File: config.mk
export PLATFORM = sky130hd
export DESIGN_NAME = fu_div_sched
export DESIGN_NICKNAME = d
export VERILOG_FILES = /design/src/rtl/fu_div_sched.sv
export SDC_FILE = /design/constraint.sdc
export NUM_CORES = 1
export LEC_CHECK = 0
export BUFFER_PORTS_ARGS = -buffer_cell sky130_fd_sc_hd__buf_2
export CORE_UTILIZATION = 45
export DETAILED_ROUTE_END_ITERATION = 16
export PLACE_DENSITY = 0.81
export SYNTH_ARGS = -nofsm -noshare
export SYNTH_HDL_FRONTEND = slang
export SYNTH_SLANG_ARGS = --single-unit
File: constraint.sdc
create_clock -name clk -period 2.1 [get_ports clk]
set_clock_uncertainty 0.2 [all_clocks]
set_input_delay 0.42 -clock clk [delete_from_list [all_inputs] [get_ports clk]]
set_output_delay 0.42 -clock clk [all_outputs]
set_load 0.01 [all_outputs]
File: src/rtl/fu_div_sched.sv
// fu_div_sched: round-robin arbiter sharing one multi-cycle divider across NUM_REQ issue ports
module fu_div_sched #(
   parameter int NUM_REQ   = 2,
   parameter int TAG_W     = 4,
   parameter int FLUSH_CYC = 40
) (
   input  logic                       clk,
   input  logic                       rst_n,
   input  logic [NUM_REQ-1:0]         req_valid,
   output logic [NUM_REQ-1:0]         req_ready,
   input  logic [32*NUM_REQ-1:0]      req_a,
   input  logic [32*NUM_REQ-1:0]      req_b,
   input  logic [TAG_W*NUM_REQ-1:0]   req_tag,
   output logic                       div_en,
   output logic [31:0]                div_a,
   output logic [31:0]                div_b,
   input  logic                       div_finish,
   input  logic [31:0]                div_res,
   output logic                       rsp_valid,
   input  logic                       rsp_ready,
   output logic [31:0]                rsp_data,
   output logic [TAG_W-1:0]           rsp_tag,
   output logic [$clog2(NUM_REQ)-1:0] rsp_src,
   output logic                       rsp_dbz,
   output logic                       busy
);
   localparam int SW = $clog2(NUM_REQ);
   localparam int CW = $clog2(FLUSH_CYC + 1);
   typedef enum logic [2:0] {FLUSH, IDLE, ISSUE, WAIT, DONE} state_t;
   state_t state, state_nx;
   logic [CW-1:0] cnt;
   logic [SW-1:0] rr_ptr, gnt, src_q;
   logic found, take;
   logic [31:0] sel_a, sel_b, a_q, b_q, data_q;
   logic [TAG_W-1:0] sel_tag, tag_q;
   logic dbz_q;
   // first valid port at or after rr_ptr, wrapping
   always_comb begin
      found = 1'b0;
      gnt = rr_ptr;
      for (int i = 0; i < NUM_REQ; i++) begin
         if (!found && req_valid[SW'((int'(rr_ptr) + i) % NUM_REQ)]) begin
            found = 1'b1;
            gnt = SW'((int'(rr_ptr) + i) % NUM_REQ);
         end
      end
   end
   assign take      = (state == IDLE) && found;
   assign sel_a     = req_a[int'(gnt)*32 +: 32];
   assign sel_b     = req_b[int'(gnt)*32 +: 32];
   assign sel_tag   = req_tag[int'(gnt)*TAG_W +: TAG_W];
   assign req_ready = take ? NUM_REQ'(1) << gnt : '0;
   assign div_en    = state == ISSUE;
   assign div_a     = a_q;
   assign div_b     = b_q;
   assign rsp_valid = state == DONE;
   assign rsp_data  = data_q;
   assign rsp_tag   = tag_q;
   assign rsp_src   = src_q;
   assign rsp_dbz   = dbz_q;
   assign busy      = state != IDLE;
   // state register; reset lands in FLUSH because the divider itself is never reset
   always_ff @(posedge clk or negedge rst_n) begin
      if (!rst_n) state <= FLUSH;
      else        state <= state_nx;
   end
   // next state; divide-by-zero skips the divider, stray finishes outside WAIT are ignored
   always_comb begin
      state_nx = state;
      case (state)
         FLUSH:   state_nx = (cnt == '0) ? IDLE : FLUSH;
         IDLE:    state_nx = take ? ((sel_b == '0) ? DONE : ISSUE) : IDLE;
         ISSUE:   state_nx = WAIT;
         WAIT:    state_nx = div_finish ? DONE : WAIT;
         DONE:    state_nx = rsp_ready ? IDLE : DONE;
         default: state_nx = FLUSH;
      endcase
   end
   // operand/response latches, flush counter and round-robin pointer
   always_ff @(posedge clk or negedge rst_n) begin
      if (!rst_n) begin
         cnt    <= CW'(FLUSH_CYC);
         rr_ptr <= '0;
         a_q    <= '0;
         b_q    <= '0;
         data_q <= '0;
         tag_q  <= '0;
         src_q  <= '0;
         dbz_q  <= 1'b0;
      end else begin
         if (state == FLUSH && cnt != '0) cnt <= cnt - CW'(1);
         if (take) begin
            a_q    <= sel_a;
            b_q    <= sel_b;
            tag_q  <= sel_tag;
            src_q  <= gnt;
            dbz_q  <= sel_b == '0;
            if (sel_b == '0) data_q <= '1;
         end
         if (state == WAIT && div_finish) data_q <= div_res;
         if (state == DONE && rsp_ready)
            rr_ptr <= (src_q == SW'(NUM_REQ - 1)) ? '0 : src_q + SW'(1);
      end
   end
endmodule

==> insert_results.sql, run 1 <==
INSERT INTO impl_metrics (metric_group, metric, value, unit) VALUES
('status', 'run_status', 'finished clean', ''),
('floorplanning', 'num_io_pins', '281', ''),
('sta', 'setup_viol', '0', ''),
('finish', 'area.growth.synth_to_final', '38.34', '%'),
('floorplanning', 'placementRows', '38', ''),
('sta', 'worst-slew-pin-transition', '801.0', 'ps'),
('floorplanning', 'die_height', '108.7', 'microns'),
('synthesis', 'synth_fp_nets', '690', ''),
('finish', 'layout_commonest_cell', 'buf_2', ''),
('setup_path', 'worst_setup_path_start_kind', 'flop', ''),
('finish', 'n_antenna_cell', '0', ''),
('synthesis', 'yosysSeqAreaShare', '54.75', '%'),
('finish', 'layout.area.seq', '2809', 'sq um'),
('global_routing', 'grt_overflow', '0', ''),
('finish', 'multiInputGateArea', '2186', 'sq um'),
('flow_run', 'drv_cap', '0', ''),
('setup_path', 'critPathRequiredTime', '1480', 'ps'),
('finish', 'stdcell_area', '7088', 'sq um'),
('cts', 'clock_insertion_delay_worst_skew', '340', 'ps'),
('route', 'detail_route.wl_per_cell', '14.95', 'microns'),
('place', 'place.detailed.hpwl', '10.16', 'mm'),
('sta', 'max-slew-margin-rel', '46.60', '%'),
('global_routing', 'first_global_vias', '4618', ''),
('route', 'antenna_nets_post_route', '0', ''),
('sta', 'final.min_clock_period', '2072', 'ps'),
('global_routing', 'globalRouteTotalUtil', '23.92', '%'),
('cts', 'cts_root_buffer_type', 'clkbuf_16', ''),
('global_routing', 'grt_antenna_before_repair', '0', ''),
('worst_hold_path', 'worstHoldPathType', 'in -> reg', ''),
('synthesis', 'ys_ff_latch', '112', ''),
('power', 'power.leakage', '3.701', 'nW'),
('sta', 'final-max-slew-violation-count', '0', ''),
('route', 'drt_pre_antenna_iters', '4', ''),
('route', 'detail_route.iter0.violations', '303', ''),
('synthesis', 'netlist_area_before_placement', '5124', 'sq um'),
('synthesis', 'synth_cells', '515', ''),
('cts', 'clk_path_buf_depth', '2', ''),
('sta', 'final-hold-violation-count', '0', ''),
('finish', 'fin_nets', '967', ''),
('power', 'power-per-cell-area', '1378', 'nW/um^2'),
('setup_path', 'crit_type', 'reg -> out', ''),
('synthesis', 'synth.distinct_cells', '34', ''),
('floorplanning', 'die-area', '11820', 'sq um'),
('route', 'detail_route.wirelength', '14.00', 'mm'),
('global_routing', 'grt_start_max_net_pins', '140', ''),
('cts', 'clkSinkCount', '112', ''),
('cts', 'level_count_of_the_clock_h_tree', '3', ''),
('cts', 'cts_tree', 'built', ''),
('place', 'detailedPlace.worstSlack', '-113.7', 'ps'),
('floorplanning', 'core_region_area', '10980', 'sq um'),
('floorplanning', 'initial_core_utilization', '46.65', '%'),
('place', 'numPortBuffers', '279', ''),
('synthesis', 'yosys_warnings', '0', ''),
('finish', 'layout-drive-gt1-share', '41.66', '%'),
('sta', 'timing.final.ws_setup', '28.37', 'ps'),
('sta', 'layout_worst_path_cycle_share', '98.65', '%'),
('cts', 'tritoncts.num_buffers', '9', ''),
('synthesis', 'synth_area_per_cell', '9.949', 'sq um'),
('finish', 'layout.filler_cells', '895', ''),
('finish', 'final_cell_mix', '276 x buf_2, 109 x dfrtp_1, 74 x nand2_1', ''),
('sta', 'achievable_freq', '482.7', 'MHz'),
('power', 'peakVddDrop', '0.7976', 'mV'),
('place', 'gpl.final_weighted_congestion', '0.9357', ''),
('setup_path', 'worst_setup_ep_type', 'primary output', ''),
('setup_path', 'crit_path_max_fanout', '2', ''),
('route', 'via_count', '4745', ''),
('place', 'place_area', '6689', 'sq um'),
('floorplanning', 'chipWidth', '108.7', 'microns'),
('route', 'post-route-drc-count', '0', ''),
('sta', 'grt_setup_unrepaired', 'false', ''),
('setup_path', 'worstPathArrival', '1450', 'ps'),
('route', 'routed_via_density', '5.064', ''),
('cts', 'worst_setup_hold_path_clk_slew', '70', 'ps'),
('global_routing', 'grt_pass1_wl', '21.96', 'mm');
-- per-stage QoR --
stage	setup TNS, ps	power [mW]	utilization [%]	std cells	hold WS, ps
after floorplan	0	6.213	-	515	-75.59
after global placement	-2560	7.809	60.90	913	255.9
after detailed placement	-3010	8.021	60.90	913	264.5
after CTS	0	9.838	64.43	937	80.42
after global routing	0	10.47	64.54	937	105.7
final	0	9.769	64.54	937	86.77
-- final cells by class --
class,count,area share [%]
flip-flops and latches,112,39.63
multi-input cells,368,30.84
repair buffers,299,22.59
clock buffers,12,3.619
well taps,140,2.471
clock inverters,4,0.7414
inverters,2,0.1059
-- cell families (layout without fill, tap and decap cells) --
logic type | after synthesis | after routing | synth area share [%]
DFF | 112 | 112 | 54.75
buffers and inverters | 36 | 317 | 3.199
and+or+nand+nor | 179 | 179 | 15.24
adders and majority gates | 1 | 1 | 0.2442
muxes | 70 | 70 | 13.70
AOI/OAI and AO/OA | 112 | 113 | 12.02
xor gates and xnor gates | 5 | 5 | 0.8547
-- layer usage --
layer / routed length (microns) / track usage, % / part of all wire (%)
met3: 760 / 3.766 / 5.4
met5: 0 / 0 / 0
met4: 374 / 11.10 / 2.7
met1: 5853 / 29.84 / 42
met2: 7015 / 40.73 / 50
-- state kept, by name, summed over array words and instances (netlist names) --
signal	count
div_a	32
rsp_dbz	1
rr_ptr	1
rsp_tag	4
rsp_src	1
cnt	6
rsp_data	32
state	3
div_b	32
-- cell usage after synthesis, drive strengths merged --
cell type | count | area share, %
nand3 | 2 | 0.20
a21oi | 38 | 4.4
and2 | 1 | 0.12
buf | 8 | 1.1
nor3b | 2 | 0.29
ha | 1 | 0.24
nand3b | 1 | 0.22
and3b | 1 | 0.17
a22oi | 1 | 0.42
mux2 | 1 | 0.22
and3 | 1 | 0.12
nor2b | 2 | 0.29
nor2 | 68 | 5.1
nor3 | 1 | 0.098
o22ai | 1 | 0.12
a31oi | 1 | 0.12
nand2 | 74 | 5.4
nor4 | 17 | 2.1
mux2i | 69 | 13
clkbuf | 26 | 1.9
o21ai | 70 | 6.8
nand4 | 4 | 0.49
xnor2 | 5 | 0.85
inv | 2 | 0.15
nand2b | 2 | 0.24
a21o | 1 | 0.15
dfrtp | 110 | 54
dfstp | 2 | 1.0
or3 | 3 | 0.37
-- final timing paths --
kind	from	endpoint	slack (ps)	depth (start not counted)
setup / recovery	state[0]	req_ready[1]	30	5
setup reg to reg	state[0]	cnt[4]	100	6
max in group asynchronous	rst_n	rr_ptr	700	3
hold reg to reg	div_b[12]	div_b[12]	270	2
hold / removal	rsp_ready	rr_ptr	90	2
min in group asynchronous	rst_n	rsp_data[5]	470	3
-- where the power goes --
part | internal (mW) | leakage, nW | total (mW) | switching (mW)
clock | 0.992 | 0.141 | 1.77 | 0.774
combinational | 1.90 | 2.21 | 4.35 | 2.45
sequential | 3.14 | 1.35 | 3.65 | 0.512
-- critical path: stages (launching register included) --
cell	delay (ps)
dfrtp_1	390
nor2b_2	160
and3b_1	160
and2_4	150
buf_4	140
buf_6	110
-- repair_timing --
action                                 in CTS  in global routing
gates resized for setup                     4                  2
gates cloned                                1                  0
hold buffers                                1                  0
setup buffers                               6                  0
pin swaps                                   2                  1
endpoints found under the hold margin     108                  0
setup endpoints to repair                  36                  4
Note: power is estimated with default switching activity, not from simulation.
==> run 2, diff against run 1 <==
--- a/config.mk
+++ b/config.mk
@@ -6,9 +6,9 @@
 export NUM_CORES = 1
 export LEC_CHECK = 0
 export BUFFER_PORTS_ARGS = -buffer_cell sky130_fd_sc_hd__buf_2
-export CORE_UTILIZATION = 45
+export CORE_UTILIZATION = 40
 export DETAILED_ROUTE_END_ITERATION = 16
-export PLACE_DENSITY = 0.81
+export PLACE_DENSITY = 0.73
 export SYNTH_ARGS = -nofsm -noshare
 export SYNTH_HDL_FRONTEND = slang
 export SYNTH_SLANG_ARGS = --single-unit
==> run 2 against run 1 <==
Fmax is 2.0% higher; critical endpoint unchanged; count of clock-buffer cells in the layout rose by 1; first-iteration DRC count decreased by 51%; critical path type unchanged; cell count rose by 3.3%.
==> insert_results.sql, run 2 (same netlist as run 1, synthesis figures left out) <==
INSERT INTO impl_metrics (metric_group, metric, value, unit) VALUES
('finish', 'n_antenna_cell', '0', ''),
('finish', 'fin_nets', '970', ''),
('floorplanning', 'die_height', '115.2', 'microns'),
('status', 'run_status', 'finished clean', ''),
('floorplanning', 'chipWidth', '115.2', 'microns'),
('sta', 'grt_setup_unrepaired', 'false', ''),
('floorplanning', 'num_io_pins', '281', ''),
('sta', 'final-max-slew-violation-count', '0', ''),
('global_routing', 'grt.busiest_layer', 'met2', ''),
('route', 'drt_pre_antenna_iters', '4', ''),
('global_routing', 'grt_util_met2', '36.43', '%'),
('setup_path', 'crit_path_frequent_cell', 'buf_4', ''),
('power', 'p_comb_share', '45.2', '%'),
('setup_path', 'timing.critical_path.slowest_cell_delay', '380', 'ps'),
('route', 'routed_via_density', '4.830', ''),
('sta', 'final-hold-violation-count', '0', ''),
('setup_path', 'critical-path-slowest-cell', 'dfrtp_1', ''),
('power', 'fraction_of_power_spent_switching_nets', '38.43', '%'),
('flow_run', 'drv_cap', '0', ''),
('route', 'detail_route.wirelength', '13.67', 'mm'),
('sta', 'worst-slew-pin-transition', '464.5', 'ps'),
('setup_path', 'worst_setup_path_start_kind', 'flop', ''),
('place', 'gpl.final_weighted_congestion', '0.9178', ''),
('power', 'peakVddDrop', '0.5979', 'mV'),
('floorplanning', 'initial_core_utilization', '41.79', '%'),
('setup_path', 'worstPathArrival', '1410', 'ps'),
('global_routing', 'grt_start_max_net_pins', '52', ''),
('sta', 'layout_worst_path_cycle_share', '96.72', '%'),
('setup_path', 'worstRegToRegCells', '6', ''),
('route', 'antenna_nets_post_route', '0', ''),
('global_routing', 'grt_pass1_wl', '21.47', 'mm'),
('cts', 'clock_insertion_delay_worst_skew', '340', 'ps'),
('power', 'p_int', '5.872', 'mW'),
('cts', 'clk_path_buf_depth', '2', ''),
('sta', 'timing.hold.ws', '98.76', 'ps'),
('route', 'detail_route.wl_per_cell', '14.13', 'microns'),
('place', 'numPortBuffers', '279', ''),
('global_routing', 'globalRouteMet3Util', '3.795', '%'),
('cts', 'level_count_of_the_clock_h_tree', '3', ''),
('place', 'numPlacedInstances', '949', ''),
('power', 'net-switching-power', '3.665', 'mW'),
('cts', 'tritoncts.num_buffers', '9', ''),
('power', 'power-per-cell-area', '1341', 'nW/um^2'),
('global_routing', 'grt_antenna_before_repair', '0', ''),
('worst_hold_path', 'worst_hold_path.num_cells', '2', ''),
('sta', 'final.min_clock_period', '2031', 'ps'),
('cts', 'cts_tree', 'built', ''),
('setup_path', 'critPathRequiredTime', '1480', 'ps'),
('route', 'via_count', '4675', ''),
('global_routing', 'met1_usage', '24.84', '%'),
('setup_path', 'worst_setup_ep_type', 'primary output', ''),
('sta', 'max-slew-margin-rel', '68.75', '%'),
('place', 'detailedPlace.worstSlack', '-86.39', 'ps'),
('sta', 'achievable_freq', '492.4', 'MHz'),
('finish', 'stdcell_count', '968', ''),
('route', 'post-route-drc-count', '0', ''),
('setup_path', 'cp_num_buf_inv', '2', ''),
('floorplanning', 'die-area', '13270', 'sq um'),
('setup_path', 'crit_path_max_fanout', '12', ''),
('power', 'seq_power_share', '38.3', '%'),
('finish', 'final_cell_mix', '276 x buf_2, 108 x dfrtp_1, 74 x nand2_1', ''),
('sta', 'timing.final.ws_setup', '68.95', 'ps'),
('global_routing', 'grt_overflow', '0', ''),
('setup_path', 'crit_path_cell_trace', 'buf_4, and3b_1, and2_4, buf_4', ''),
('setup_path', 'timing.critical_path.max_delay_family', 'simple AND/OR/NAND/NOR gates', ''),
('route', 'detail_route.iter0.violations', '147', ''),
('power', 'clock_power_share', '16.5', '%'),
('global_routing', 'first_global_vias', '4520', ''),
('power', 'power.leakage', '3.721', 'nW'),
('worst_hold_path', 'worstHoldPathType', 'in -> reg', ''),
('finish', 'area.growth.synth_to_final', '38.78', '%'),
('cts', 'worst_setup_hold_path_clk_slew', '70', 'ps'),
('floorplanning', 'placementRows', '40', ''),
('setup_path', 'crit_type', 'reg -> out', ''),
('global_routing', 'globalRouteTotalUtil', '20.85', '%'),
('finish', 'layout_commonest_cell', 'buf_2', ''),
('sta', 'setup_viol', '0', ''),
('cts', 'cts_root_buffer_type', 'clkbuf_16', ''),
('finish', 'layout-drive-gt1-share', '41.75', '%'),
('floorplanning', 'core_region_area', '12260', 'sq um'),
('setup_path', 'crit_cells', '4', ''),
('sta', 'setup_tns_after_final_layout', '0', 'ps'),
('place', 'place.detailed.hpwl', '10.52', 'mm'),
('cts', 'clkSinkCount', '112', '');
==> run 2: metal layers <==
layer / wire length (microns) / vias up
li1: - / 2327
met1: 5754 / 2144
met2: 6810 / 176
met3: 705 / 28
met4: 404 / 0
met5: 0 / -
==> run 2: path summary, 6_finish.rpt <==
kind                                      to  startpoint  slack (ps)
max in group asynchronous           div_a[4]       rst_n         740
min in group asynchronous        rsp_data[5]       rst_n         360
worst max register to register        cnt[4]    state[2]         130
worst max-delay path            req_ready[1]    state[1]          70
worst min register to register     div_b[21]   div_b[21]         270
worst min-delay path                  rr_ptr   rsp_ready         100
==> run 2: power by group through the flow <==
stage / combinational (mW) / sequential (mW) / clock (mW)
CTS: 4.35 / 3.66 / 1.63
floorplan: 2.11 / 4.10 / 0
finish: 4.31 / 3.65 / 1.58
detailed placement: 4.33 / 3.69 / 0
global route: 4.76 / 3.77 / 1.71
global placement: 4.21 / 3.65 / 0
==> run 2: per-stage QoR <==
stage          area [sq um]  util [%]  total power [mW]
3_5_place_dp           6809     55.53             8.026
5_1_grt                7111     57.99             10.24
2_1_floorplan          5124         -             6.213
3_3_place_gp           6809     55.53             7.862
4_1_cts                7098     57.89             9.636
6_report               7111     57.99             9.537
==> run 2: final cells by class <==
type	count	area, sq um
inverter	2	7.507
clock buffer	13	250.2
multi-input combinational	367	2166
clock inverter	3	17.52
sequential	112	2810
fill	1077	5151
timing repair buffer	303	1649
tap	168	210.2
==> run 2: timing repair <==
action                                  CTS  global route
pin swaps                                 0             1
endpoints found under the hold margin    26             0
cloned                                    0             0
buffers inserted                          1             1
gates resized for setup                   3             2
hold buffers                              1             0
endpoints found under the setup margin    2             2
